**config.mk**
```make
export PLATFORM = sky130hd
export DESIGN_NAME = stack_ctrl
export DESIGN_NICKNAME = d
export VERILOG_FILES = /design/src/rtl/stack_ctrl.sv
export SDC_FILE = /design/constraint.sdc
export NUM_CORES = 1
export LEC_CHECK = 0
export ABC_AREA = 1
export CAP_MARGIN = 10
export CORE_MARGIN = 2
export CORE_UTILIZATION = 30
export CTS_BUF_LIST = sky130_fd_sc_hd__clkbuf_4
export DETAILED_ROUTE_END_ITERATION = 8
export HOLD_SLACK_MARGIN = 0.1
export PLACE_DENSITY = 0.73
export SYNTH_ARGS = -nofsm -noshare
export SYNTH_HDL_FRONTEND = slang
export SYNTH_SLANG_ARGS = --single-unit
```
**constraint.sdc**
```tcl
create_clock -name clock -period 1.44 [get_ports clock]
set_input_delay 0.36 -clock clock [delete_from_list [all_inputs] [get_ports clock]]
set_output_delay 0.36 -clock clock [all_outputs]
set_load 0.01 [all_outputs]
```
**src/rtl/stack_ctrl.sv**
```systemverilog
// stack_ctrl: sequences PUSH / POP / CALL / RET between the execute stage
// and internal RAM. The SP register lives outside this block. It reacts to
// ram_sel by stepping SP by one. This block tells it when to step, drives
// the RAM strobes for each stack byte, and hands popped data or the return
// PC back to the core.
//
// Ports
//   clock, reset        rising-edge clock, async active-high reset
//   start, op, data_in  request; op 00 PUSH, 01 POP, 10 CALL, 11 RET
//   sp_in               current SP
//   ram_rdata           RAM read data, valid the cycle after ram_re
//   ram_sel             SP control code (idle / increment / decrement)
//   ram_addr/wdata/we/re internal RAM access
//   busy, done          sequence in flight / one-cycle completion pulse
//   pop_data, pc_out    POP result / RET result, each held until the next one
//   stack_err           overflow or underflow flag, pulses with done
module stack_ctrl #(
    parameter logic [3:0] SEL_IDLE     = 4'h0,
    parameter logic [3:0] SEL_WR_STACK = 4'h1,
    parameter logic [3:0] SEL_RD_STACK = 4'h2,
    parameter logic [7:0] SP_FLOOR     = 8'h07
) (
    input  logic        clock,
    input  logic        reset,
    input  logic        start,
    input  logic [1:0]  op,
    input  logic [15:0] data_in,
    input  logic [7:0]  sp_in,
    input  logic [7:0]  ram_rdata,
    output logic [3:0]  ram_sel,
    output logic [7:0]  ram_addr,
    output logic [7:0]  ram_wdata,
    output logic        ram_we,
    output logic        ram_re,
    output logic        busy,
    output logic        done,
    output logic [7:0]  pop_data,
    output logic [15:0] pc_out,
    output logic        stack_err
);

    localparam logic [1:0] OP_PUSH = 2'b00;
    localparam logic [1:0] OP_POP  = 2'b01;
    localparam logic [1:0] OP_CALL = 2'b10;
    localparam logic [1:0] OP_RET  = 2'b11;

    typedef enum logic [2:0] {S_IDLE, S_INC, S_WR, S_RD, S_CAP, S_DONE} state_t;

    state_t      state, state_nx;
    logic [1:0]  op_q;
    logic [15:0] data_q;
    logic        byte_idx;   // 0 = first byte of CALL/RET, 1 = second
    logic        err_q;

    always_ff @(posedge clock or posedge reset) begin
        if (reset) state <= S_IDLE;
        else       state <= state_nx;
    end

    always_ff @(posedge clock or posedge reset) begin
        if (reset) begin
            op_q     <= OP_PUSH;
            data_q   <= '0;
            byte_idx <= 1'b0;
            err_q    <= 1'b0;
            pop_data <= '0;
            pc_out   <= '0;
        end else begin
            case (state)
                S_IDLE: if (start) begin
                    op_q     <= op;
                    data_q   <= data_in;
                    byte_idx <= 1'b0;
                    err_q    <= 1'b0;
                end
                // The SP register wraps FFh->00h when this increment lands.
                S_INC: if (sp_in == 8'hFF) err_q <= 1'b1;
                S_WR:  if (op_q == OP_CALL && !byte_idx) byte_idx <= 1'b1;
                // The read still happens at or below the floor; only the
                // error is recorded.
                S_RD:  if (sp_in <= SP_FLOOR) err_q <= 1'b1;
                S_CAP: begin
                    if (op_q == OP_POP) begin
                        pop_data <= ram_rdata;
                    end else if (!byte_idx) begin
                        pc_out[15:8] <= ram_rdata;   // PCH sits on top
                        byte_idx     <= 1'b1;
                    end else begin
                        pc_out[7:0]  <= ram_rdata;
                    end
                end
                default: ;
            endcase
        end
    end

    always_comb begin
        state_nx  = state;
        ram_sel   = SEL_IDLE;
        ram_addr  = 8'h00;
        ram_wdata = 8'h00;
        ram_we    = 1'b0;
        ram_re    = 1'b0;
        busy      = 1'b1;
        done      = 1'b0;
        stack_err = 1'b0;
        case (state)
            S_IDLE: begin
                busy = 1'b0;
                if (start) state_nx = (op == OP_PUSH || op == OP_CALL) ? S_INC : S_RD;
            end
            S_INC: begin
                ram_sel  = SEL_WR_STACK;
                state_nx = S_WR;
            end
            S_WR: begin
                ram_we    = 1'b1;
                ram_addr  = sp_in;
                // CALL writes PCL first, then PCH.
                ram_wdata = (op_q == OP_CALL && byte_idx) ? data_q[15:8] : data_q[7:0];
                state_nx  = (op_q == OP_CALL && !byte_idx) ? S_INC : S_DONE;
            end
            S_RD: begin
                ram_re   = 1'b1;
                ram_addr = sp_in;
                state_nx = S_CAP;
            end
            S_CAP: begin
                ram_sel  = SEL_RD_STACK;
                state_nx = (op_q == OP_RET && !byte_idx) ? S_RD : S_DONE;
            end
            S_DONE: begin
                busy      = 1'b0;
                done      = 1'b1;
                stack_err = err_q;
                state_nx  = S_IDLE;
            end
            default: state_nx = S_IDLE;
        endcase
    end

endmodule

```
== After elaboration in Yosys (flattened, before gate mapping) ==
Cells that the tools add are included.

* Magnitude comparators: 1
* Equal/unequal tests: 15
* Muxes and demuxes: 21
* Bitwise operators: 2
* Reduce and logical (&&, ||, !) cells: 17

{| class="wikitable"
|+ Operator list
! operator !! count
|-
| 2-to-1 mux 8 bit || 3
|-
| one-hot mux 3 bit (5 select lines) || 1
|-
| 2-to-1 mux 1 bit || 10
|-
| != test 2 bit, second input constant || 5
|-
| 2-to-1 mux 3 bit || 3
|-
| == test 8 bit, second input constant || 1
|-
| less-or-equal comparator 8 x 3 -> 1 bit, second input constant || 1
|-
| AND reduction 4 bit || 2
|-
| == test 2 bit, second input constant || 3
|-
| == test 3 x 2 -> 1 bit, second input constant || 2
|-
| == test 3 bit, second input constant || 2
|-
| one-hot mux 1 bit (3 select lines) || 2
|-
| AND reduction 3 bit || 2
|-
| nonzero test 3 bit || 2
|-
| one-hot mux 2 bit (2 select lines) || 1
|-
| AND reduction 2 bit || 2
|-
| OR reduction 2 bit || 2
|-
| == test 3 x 1 -> 1 bit, second input constant || 1
|-
| logical AND 1 bit || 3
|-
| logical NOT 3 bit || 1
|-
| == test 2 x 1 -> 1 bit, second input constant || 1
|-
| logical NOT 2 bit || 1
|-
| 2-to-1 mux 2 bit || 1
|-
| NOT 1 bit || 2
|-
| 2 further kinds || 2
|}

* Register bits after elaboration: 47
* Input port bits: 37
* Output and inout port bits: 49
* Word-level logic and storage cells: 64

== Logic depth before layout (Yosys ltp) ==
Gate-level depths: netlist of run 1.

* Depth in word-level cells: 5
* Gate-level depth with buffers: 8
* Gate-level depth less buffers: 7

== Worst setup path before layout of run 1 ==
OpenSTA, ideal clock, no wires.

* Kind: flip-flop to output port
* Start: register state[2]
* End: output port stack_err
* Arrival: 1.156 ns
* Required time: 1.080 ns
* Slack: -0.076 ns
* Stages on the path, launching flop included: 4
* Buffers on the path: 0
* Path through: dfrtp_1 > inv_2 > nor3_1 > and2_1

* Word-level cells in the longest chain between the ends: 2

{| class="wikitable"
|+ Ends and longest elaborated chain
! element !! line !! text
|-
| from (decl) || 49 || <nowiki>state_t state, state_nx;</nowiki>
|-
| from (signal assigned) || 57 || <nowiki>else state <= state_nx;</nowiki>
|-
| == test 3 bit || 107 || <nowiki>case (state)</nowiki>
|-
| 2-to-1 mux 1 bit || 107 ||
|-
| to (decl) || 39 || <nowiki>output logic stack_err</nowiki>
|}

No other way between the ends.

== Worst setup path after layout of run 1 ==
* Start: register state[0]
* End: output port ram_wdata[2]

* Word-level cells in the longest chain between the ends: 2

{| class="wikitable"
|+ Ends and longest elaborated chain
! element !! line !! text
|-
| == test 3 x 2 -> 1 bit || 107 ||
|-
| 2-to-1 mux 8 bit || 107 ||
|-
| to (decl) || 32 || <nowiki>output logic [7:0] ram_wdata,</nowiki>
|}

No other way between the ends.

==> impl_metrics.yaml, run 1 <==
outcome:
  run_status: "complete, but fails checks"
  failed_checks: "setup timing"
timing:
  timing.clock.skew_ns: 0.00938
  grt_setup_unrepaired: "yes"
  period_minus_slack_ns: 1.96
  hold_viol_final: 0
  finalCritPeriodShare: 1.36
  timing.fmax_mhz: 511
  timing.final.setup_violations: 68
  layout_setup_ws_ns: -0.515
  maxSlewViolCount: 0
worst_setup_path:
  critPathMaxFanout: 5
  start_kind: "flip-flop"
  setup.worst_path.class: "reg -> out"
  critical_path.endpoint_type: "output port"
  worst_setup_path_startpoint: "state[0]"
  critPathArrivalTime_ns: 1.60
  critical_path_required_ns: 1.08
  critical_path.reg2reg.startpoint: "state[1]"
yosys:
  synthesis.area_per_instance_um2: 8.60
  synth_sequential_area_ratio: 0.528
  warnings_from_yosys: 0
  synth_cell_type_count: 27
  ys.flop_type: "sky130_fd_sc_hd__dfrtp_1"
  post-synth-top-area-fraction: 0.528
  synthTopCellsByCount: "sky130_fd_sc_hd__nand2_1, sky130_fd_sc_hd__dfrtp_1, sky130_fd_sc_hd__inv_1, sky130_fd_sc_hd__nor2_1, sky130_fd_sc_hd__a21oi_1"
  syn-instance-count: 259
  netlist_top_cells_area: "sky130_fd_sc_hd__dfrtp_1, sky130_fd_sc_hd__nand2_1, sky130_fd_sc_hd__inv_1"
  asyncSetResetFlopFracSynth: 1.00
  postSynthRegisterBits: 47
  synth_most_common_cell: "sky130_fd_sc_hd__nand2_1"
  number_of_enable_flip_flop_cells_after_synthesis: 0
  synth.largest_area_cell: "sky130_fd_sc_hd__dfrtp_1"
  post_synthesis_cell_area_mm2: 0.00223
global_route:
  first_pass_grt_wire_length_um: 10600
  pin_count_of_the_biggest_net_entering_global_routing: 48
  gr-total-overflow: 0
  antenna_found_initial: 0
  grt_pass1_vias: 2201
  global_route.usage.total: 0.159
die:
  fp-row-count: 31
  fp.coreArea_mm2: 0.00721
  top_level_port_count: 86
  fp.dieArea_mm2: 0.00813
  die_height_um: 90.2
  die_width_um: 90.2
  initial_utilization: 0.309
layout:
  design.final.nets: 444
  insertedDiodeCount: 0
  num-fill-cells: 615
  final_core_utilization: 0.580
  multi_input_area_mm2: 0.00124
  seq_area_mm2: 0.00118
  fraction_of_layout_cells_with_a_size_suffix_above_1: 0.500
  area_growth_syn_to_layout_pct: 87.9
cts:
  tritoncts_num_sinks: 47
  cts-root-to-sink-buffers: 2
  cts_tree: "built"
  clock_root_buffer: "sky130_fd_sc_hd__clkbuf_4"
  path_clk_slew_ns: 0.13
  htree_num_levels: 2
  tritoncts.num_buffers: 5
  cts.hold.buffers_added: 0
  insertion_delay_ns: 0.36
detailed_routing:
  routed_wirelength_um: 7530
  post_drt_via_cell_ratio: 4.58
  ant_nets: 0
  remaining_drc_errors: 0
  dr.first_iter.drc_count: 86
  wl_per_cell_um: 14.9
  drt_first_pass_iters: 6
  routed-via-count: 2323
power_and_ir_drop:
  power.static_leakage_nw: 1.99
  ir_worst_vdd_uv: 1060
  power-per-cell-area_mw_per_mm2: 2030
run:
  timing.max_cap.violations: 0
place:
  pre_cts_ws_ns: -0.457
  portBuffers: 83
  weighted_congestion_reported_at_the_end_of_routability_driven_placement: 0.793
  detailedPlacementHpwl_um: 4170
worst_hold_path:
  worstHoldPathType: "in -> async"
[cell families (layout without fill, tap and decap cells)]
logic type             after synthesis  in the layout  share of synthesized area
and+or+nand+nor                    113            115                      0.239
DFF                                 47             47                      0.528
buffers and inverters               44            190                     0.0944
AOI/OAI and AO/OA                   54             54                      0.137
other                                1              2                    0.00168
[what timing repair did]
item / 4_1_cts / 5_1_grt
buffers inserted: 12 / 28
gates cloned: 3 / 5
resized for setup: 134 / 159
pin swaps: 5 / 14
endpoints found under the setup margin: 79 / 87
[worst max-delay path: stages, from the launching register on]
cell and delay, ns:
sky130_fd_sc_hd__dfrtp_1 0.43, sky130_fd_sc_hd__buf_6 0.14, sky130_fd_sc_hd__nor2_4 0.15, sky130_fd_sc_hd__buf_6 0.13
sky130_fd_sc_hd__o21ai_0 0.10, sky130_fd_sc_hd__a21oi_1 0.14, sky130_fd_sc_hd__buf_2 0.15
[registers in the layout, summed over array words and instances, names as in the netlist]
name,flops
data_q,16
pc_out,16
pop_data,8
state,3
op_q,2
byte_idx,1
err_q,1
[worst paths after layout]
| kind | slack, ns | end | cells after the start |
|---|---|---|---|
| hold / removal | 0.39 | pc_out[13] | 3 |
| setup reg to reg | -0.19 | pc_out[10] | 10 |
| setup / recovery | -0.52 | ram_wdata[2] | 6 |
| min in group clock | 0.50 | pc_out[3] | 2 |
| max in group asynchronous | 0.82 | state[2] | 3 |
| hold reg to reg | 0.50 | pc_out[3] | 2 |
[metrics by stage]
stage	cells	total power, mW	instance area (um^2)	hold slack, ns	TNS [ns]
after floorplan	260	4.11	2240	0.383	-0.146
after global placement	456	5.95	3350	0.450	-8.74
after detailed placement	456	6.05	3350	0.454	-9.42
after CTS	478	6.81	3510	0.385	-9.39
after global routing	507	9.04	4180	0.405	-19.71
final	507	8.51	4180	0.386	-15.10
[layout make-up]
| type | instances | share of cell area |
|---|---|---|
| clock inverters | 1 | 0.00120 |
| flip-flops and latches | 47 | 0.282 |
| well taps | 99 | 0.0296 |
| multi-input cells | 171 | 0.297 |
| inverters | 32 | 0.0302 |
| clock buffers | 7 | 0.0126 |
| repair buffers | 150 | 0.348 |
[where the power goes]
group / internal [mW] / switching (mW) / total [mW] / leakage, nW
combinational: 2.85 / 2.59 / 5.44 / 1.40
clock: 0.229 / 0.411 / 0.640 / 0.0361
sequential: 1.97 / 0.449 / 2.42 / 0.554
total: 5.05 / 3.46 / 8.51 / 1.99
[per-layer routing]
layer	vias to the layer above	wire (um)	global-route usage
li1	1121	-	-
met1	1117	3020	0.192
met2	73	4000	0.280
met3	12	425	0.0461
met4	0	95	0.0385
met5	-	0	0
[layout by cell type (no fill, tap or decap), types with 11 or more instances in the layout]
cell                               n
sky130_fd_sc_hd__dfrtp_1          45
sky130_fd_sc_hd__buf_4            37
sky130_fd_sc_hd__clkdlybuf4s50_1  36
sky130_fd_sc_hd__nand2_2          29
sky130_fd_sc_hd__inv_1            28
sky130_fd_sc_hd__nand2_1          23
sky130_fd_sc_hd__buf_6            22
sky130_fd_sc_hd__clkdlybuf4s15_1  19
sky130_fd_sc_hd__buf_2            18
sky130_fd_sc_hd__o21ai_2          17
sky130_fd_sc_hd__o21ai_1          13
sky130_fd_sc_hd__nor2_4           12
sky130_fd_sc_hd__nand2_4          11
(Power assumes the default switching activity.)
==> inputs of run 2 (changes only) <==
- CORE_MARGIN: 2 -> 5
- SLEW_MARGIN: default -> 0
==> run 2 against run 1 <==
The flow still finishes with violations (setup timing). Non-clock buffer count shrank 22. Critical endpoint is now ram_wdata[0]. Highest routed layer unchanged. Die area grew 14%. Total power shrank 14%.
==> impl_metrics.yaml, run 2 (synthesized netlist as in run 1, its figures left out) <==
place:
  detailedPlacementHpwl_um: 4480
  portBuffers: 83
  weighted_congestion_reported_at_the_end_of_routability_driven_placement: 0.800
  place_inst: 454
  pre_cts_ws_ns: -0.474
global_route:
  first_pass_grt_wire_length_um: 10900
  grt_pass1_vias: 2261
  antenna_found_initial: 0
  pin_count_of_the_biggest_net_entering_global_routing: 48
  gr-total-overflow: 0
  global_route.usage.total: 0.151
layout:
  seq_area_mm2: 0.00118
  area_growth_syn_to_layout_pct: 66.7
  insertedDiodeCount: 0
  multi_input_area_mm2: 0.00103
  stdcell_count: 486
  design.final.nets: 423
  most-common-layout-cells: "sky130_fd_sc_hd__dfrtp_1, sky130_fd_sc_hd__nand2_1, sky130_fd_sc_hd__clkdlybuf4s50_1"
  largest_registers: "data_q x16, pc_out x16, pop_data x8"
  num-fill-cells: 687
  fraction_of_layout_cells_with_a_size_suffix_above_1: 0.367
  most_frequent_standard_cell_in_the_layout_excluding_fill_and_tap_cells: "sky130_fd_sc_hd__dfrtp_1"
worst_setup_path:
  reg2regPathDepth: 7
  critPathMaxFanout: 5
  critical_path.endpoint_type: "output port"
  start_kind: "flip-flop"
  critPathArrivalTime_ns: 1.47
  critical_path_required_ns: 1.08
  setup.worst_path.class: "reg -> out"
detailed_routing:
  routed-via-count: 2187
  remaining_drc_errors: 0
  wl_per_cell_um: 14.5
  routed_wirelength_um: 7040
  drt_first_pass_iters: 4
  ant_nets: 0
  dr.first_iter.drc_count: 42
  post_drt_via_cell_ratio: 4.50
die:
  die_width_um: 96.2
  die_height_um: 96.2
  initial_utilization: 0.307
  fp.coreArea_mm2: 0.00725
  fp-row-count: 31
  top_level_port_count: 86
  fp.dieArea_mm2: 0.00925
cts:
  cts_tree: "built"
  path_clk_slew_ns: 0.13
  tritoncts.num_buffers: 5
  htree_num_levels: 2
  clock_root_buffer: "sky130_fd_sc_hd__clkbuf_4"
  cts-root-to-sink-buffers: 2
  tritoncts_num_sinks: 47
  insertion_delay_ns: 0.36
timing:
  timing.final.setup_violations: 32
  layout_setup_ws_ns: -0.391
  hold_viol_final: 0
  period_minus_slack_ns: 1.83
  timing.clock.skew_ns: 0.0124
  timing.fmax_mhz: 546
  maxSlewViolCount: 0
  grt_setup_unrepaired: "yes"
  finalCritPeriodShare: 1.27
worst_hold_path:
  worstHoldPathType: "in -> async"
power_and_ir_drop:
  power.static_leakage_nw: 1.81
  total_switching_power_mw: 3.04
  share_of_power_burned_in_registers: 0.326
  ir_worst_vdd_uv: 1010
  p_comb_frac: 0.592
  switching_power_as_a_share_of_total_power: 0.414
  power-per-cell-area_mw_per_mm2: 1980
  power_report.internal_total_mw: 4.31
  part_of_the_power_in_the_clock_network: 0.082
outcome:
  run_status: "complete, but fails checks"
  failed_checks: "setup timing"
run:
  timing.max_cap.violations: 0
run 2: cell types whose count changed in the layout (fill, tap and decap cells not counted), sizes merged, moves of 2 or more:
cell | previous run | this run
buf | 86 | 66
clkbuf | 15 | 8
clkdlybuf4s15 | 19 | 21
dlygate4sd2 | 1 | 3
run 2: path summary, 6_finish.rpt:
check,from,end,slack [ns]
hold reg to reg,data_q[11],data_q[11],0.49
max in group asynchronous,reset,state[2],0.82
setup reg to reg,state[2],data_q[1],-0.03
hold / removal,reset,data_q[12],0.37
min in group clock,data_q[11],data_q[11],0.49
setup / recovery,state[0],ram_wdata[0],-0.39
run 2: critical path, cell delays in order (launching register included):
cell                      delay, ns
sky130_fd_sc_hd__dfrtp_2       0.45
sky130_fd_sc_hd__buf_6         0.14
sky130_fd_sc_hd__nor2_4        0.16
sky130_fd_sc_hd__o21ai_1       0.08
sky130_fd_sc_hd__a21oi_1       0.13
sky130_fd_sc_hd__buf_2         0.15
run 2: area by class of cell:
type	count	area share
Timing Repair Buffer	128	0.320
Tap cell	99	0.0334
Clock buffer	6	0.0121
Inverter	32	0.0364
Sequential cell	47	0.318
Multi-Input combinational cell	172	0.278
Clock inverter	2	0.00202
run 2: metal layers:
| layer | GRT usage | part of all wire | wire [um] | vias to the layer above |
|---|---|---|---|---|
| li1 | - | - | - | 1077 |
| met1 | 0.191 | 0.41 | 2910 | 1033 |
| met2 | 0.255 | 0.51 | 3610 | 70 |
| met3 | 0.0438 | 0.065 | 459 | 7 |
| met4 | 0.0344 | 0.0095 | 67 | 0 |
| met5 | 0 | 0 | 0 | - |
run 2: through the flow:
step / instance area [um^2] / hold WS (ns) / power [mW] / TNS [ns] / util
after floorplan: 2240 / 0.383 / 4.11 / -0.146 / -
after global placement: 3340 / 0.448 / 5.93 / -9.78 / 0.460
after detailed placement: 3340 / 0.454 / 6.03 / -11.10 / 0.460
after CTS: 3420 / 0.384 / 6.63 / -8.24 / 0.471
after global routing: 3710 / 0.396 / 7.92 / -10.99 / 0.512
final: 3710 / 0.375 / 7.35 / -6.86 / 0.512
run 2: power groups by stage:
stage / combinational, mW / clock (mW) / sequential (mW)
2_1_floorplan: 1.63 / 0 / 2.49
3_3_place_gp: 3.60 / 0 / 2.33
3_5_place_dp: 3.69 / 0 / 2.34
4_1_cts: 3.67 / 0.626 / 2.33
5_1_grt: 4.78 / 0.675 / 2.47
6_report: 4.35 / 0.605 / 2.39
run 2: what timing repair did:
action                                  4_1_cts  5_1_grt
gates resized for setup                     143       79
setup buffers                                 6       16
hold buffers                                  0        0
pin swaps                                     4        4
gates cloned                                  3        2
endpoints found under the setup margin       82       89
==> inputs of run 3 (changes only) <==
- TNS_END_PERCENT: default -> 50
- clock period: 1.44 -> 1.6 ns (I/O delays scaled with it)
==> run 3 against run 2 <==
The flow still finishes with violations (setup timing). Clock-buffer cell count is 1 lower. First-iteration DRC count is 33% higher. Final cell count is 1.4% lower. Total power is 14% lower. Wire length is 10% lower. Non-clock buffer count is 5 lower. Clock power is 14% higher. Global-route usage is 1.4 points lower. Worst hold slack better by 0.0072 ns. Largest power group unchanged. Setup slack better by 0.023 ns.
==> impl_metrics.yaml, run 3 (synthesized netlist as in run 1, its figures left out) <==
place:
  portBuffers: 83
  pre_cts_ws_ns: -0.396
  detailedPlacementHpwl_um: 4210
  weighted_congestion_reported_at_the_end_of_routability_driven_placement: 0.810
global_route:
  pin_count_of_the_biggest_net_entering_global_routing: 48
  antenna_found_initial: 0
  global_route.usage.total: 0.137
  first_pass_grt_wire_length_um: 9920
  grt_pass1_vias: 2158
  gr-total-overflow: 0
cts:
  cts_tree: "built"
  tritoncts_num_sinks: 47
  insertion_delay_ns: 0.35
  cts.hold.buffers_added: 0
  tritoncts.num_buffers: 5
  clock_root_buffer: "sky130_fd_sc_hd__clkbuf_4"
  cts-root-to-sink-buffers: 2
  htree_num_levels: 2
  path_clk_slew_ns: 0.14
layout:
  insertedDiodeCount: 0
  design.final.nets: 416
  most_frequent_standard_cell_in_the_layout_excluding_fill_and_tap_cells: "sky130_fd_sc_hd__nand2_1"
  most-common-layout-cells: "sky130_fd_sc_hd__nand2_1, sky130_fd_sc_hd__dfrtp_1, sky130_fd_sc_hd__clkdlybuf4s50_1"
  largest_registers: "data_q x16, pc_out x16, pop_data x8"
  fraction_of_layout_cells_with_a_size_suffix_above_1: 0.311
  area_growth_syn_to_layout_pct: 60.3
worst_setup_path:
  critical_path_required_ns: 1.20
  critPathMaxFanout: 3
  critical_path.reg2reg.startpoint: "state[1]"
  worstPathCellList: "inv_2 > nand2_4 > nor2_4 > buf_6 > buf_6 > o21ai_2 > a21oi_1 > buf_2"
  start_kind: "flip-flop"
  critical-path-top-delay-family: "buffers and inverters"
  critical_path.endpoint_type: "output port"
  critPathArrivalTime_ns: 1.57
  slowest_stage: "sky130_fd_sc_hd__dfrtp_1"
  worst_path_largest_cell_delay_ns: 0.42
  setup.worst_path.class: "reg -> out"
  worst_path_most_repeated_cell: "sky130_fd_sc_hd__buf_6"
  worst_setup_path_startpoint: "state[2]"
  timing.critical_path.buf_inv: 4
worst_hold_path:
  worstHoldPathType: "in -> async"
detailed_routing:
  remaining_drc_errors: 0
  ant_nets: 0
  wl_per_cell_um: 13.2
  post_drt_via_cell_ratio: 4.38
  dr.first_iter.drc_count: 56
  routed_wirelength_um: 6300
  drt_first_pass_iters: 4
  routed-via-count: 2100
die:
  top_level_port_count: 86
  initial_utilization: 0.307
  fp-row-count: 31
  die_height_um: 96.2
  fp.coreArea_mm2: 0.00725
  fp.dieArea_mm2: 0.00925
  die_width_um: 96.2
timing:
  grt_setup_unrepaired: "yes"
  timing.final.setup_violations: 39
  layout_setup_ws_ns: -0.368
  timing.fmax_mhz: 508
  period_minus_slack_ns: 1.97
  timing.clock.skew_ns: 0.0150
  finalCritPeriodShare: 1.23
  holdWs_ns: 0.382
  maxSlewViolCount: 0
  hold_viol_final: 0
power_and_ir_drop:
  power.total_mw: 6.30
  power.static_leakage_nw: 1.79
  ir_worst_vdd_uv: 826
  power-per-cell-area_mw_per_mm2: 1770
outcome:
  run_status: "complete, but fails checks"
  failed_checks: "setup timing"
run:
  timing.max_cap.violations: 0
## run 3: changes by cell type in the layout (fill, tap and decap cells not counted), moves of 4 or more
| cell | change |
|---|---|
| sky130_fd_sc_hd__dlygate4sd2_1 | +21 |
| sky130_fd_sc_hd__nand2_4 | -4 |
| sky130_fd_sc_hd__clkdlybuf4s15_1 | -20 |
| sky130_fd_sc_hd__nand2_2 | -15 |
| sky130_fd_sc_hd__o21ai_2 | +5 |
| sky130_fd_sc_hd__nand2_1 | +19 |
## run 3: where the power goes
part | switching [mW] | internal, mW | leakage, nW | total [mW]
clock | 0.368 | 0.322 | 0.0426 | 0.691
combinational | 1.79 | 1.70 | 1.19 | 3.49
sequential | 0.345 | 1.77 | 0.555 | 2.12
total | 2.50 | 3.80 | 1.79 | 6.30
## run 3: per-stage QoR
step,setup TNS [ns],cell area [um^2],instances,utilization
global route,-9.01,3570,479,0.492
global placement,-6.53,3340,455,0.460
finish,-5.95,3570,479,0.492
floorplan,0,2230,260,-
detailed placement,-6.77,3340,455,0.460
CTS,-6.13,3450,475,0.475
## run 3: routing by layer
layer,up-vias,GRT usage,part of all wire
li1,1063,-,-
met1,972,0.181,0.44
met2,63,0.220,0.48
met3,2,0.0383,0.071
met4,0,0.0355,0.0035
met5,-,0,0
## run 3: cell type report
class,instances,area [um^2]
Fill cell,706,3680
Multi-Input combinational cell,170,957
Tap cell,99,124
Timing Repair Buffer,123,1110
Inverter,32,123
Sequential cell,47,1180
Clock inverter,3,38.8
Clock buffer,5,37.5
## run 3: worst paths after layout
path / slack [ns] / endpoint / cells after the start
max: -0.37 / ram_wdata[6] / 8
max reg2reg: -0.03 / pc_out[12] / 9
min in group clock: 0.49 / err_q / 2
max in group asynchronous: 0.98 / state[0] / 3
min: 0.38 / op_q[1] / 3
min reg2reg: 0.49 / err_q / 2
## run 3: what timing repair did
action	4_1_cts	5_1_grt
pin swaps	3	3
setup endpoints to repair	47	56
buffers inserted	11	3
cloned	1	1
gates resized for setup	135	38
## run 3: tightest hold or removal path, cell delays in order
cell and delay (ns):
sky130_fd_sc_hd__clkdlybuf4s50_1 0.41, sky130_fd_sc_hd__inv_2 0.07, sky130_fd_sc_hd__buf_12 0.24
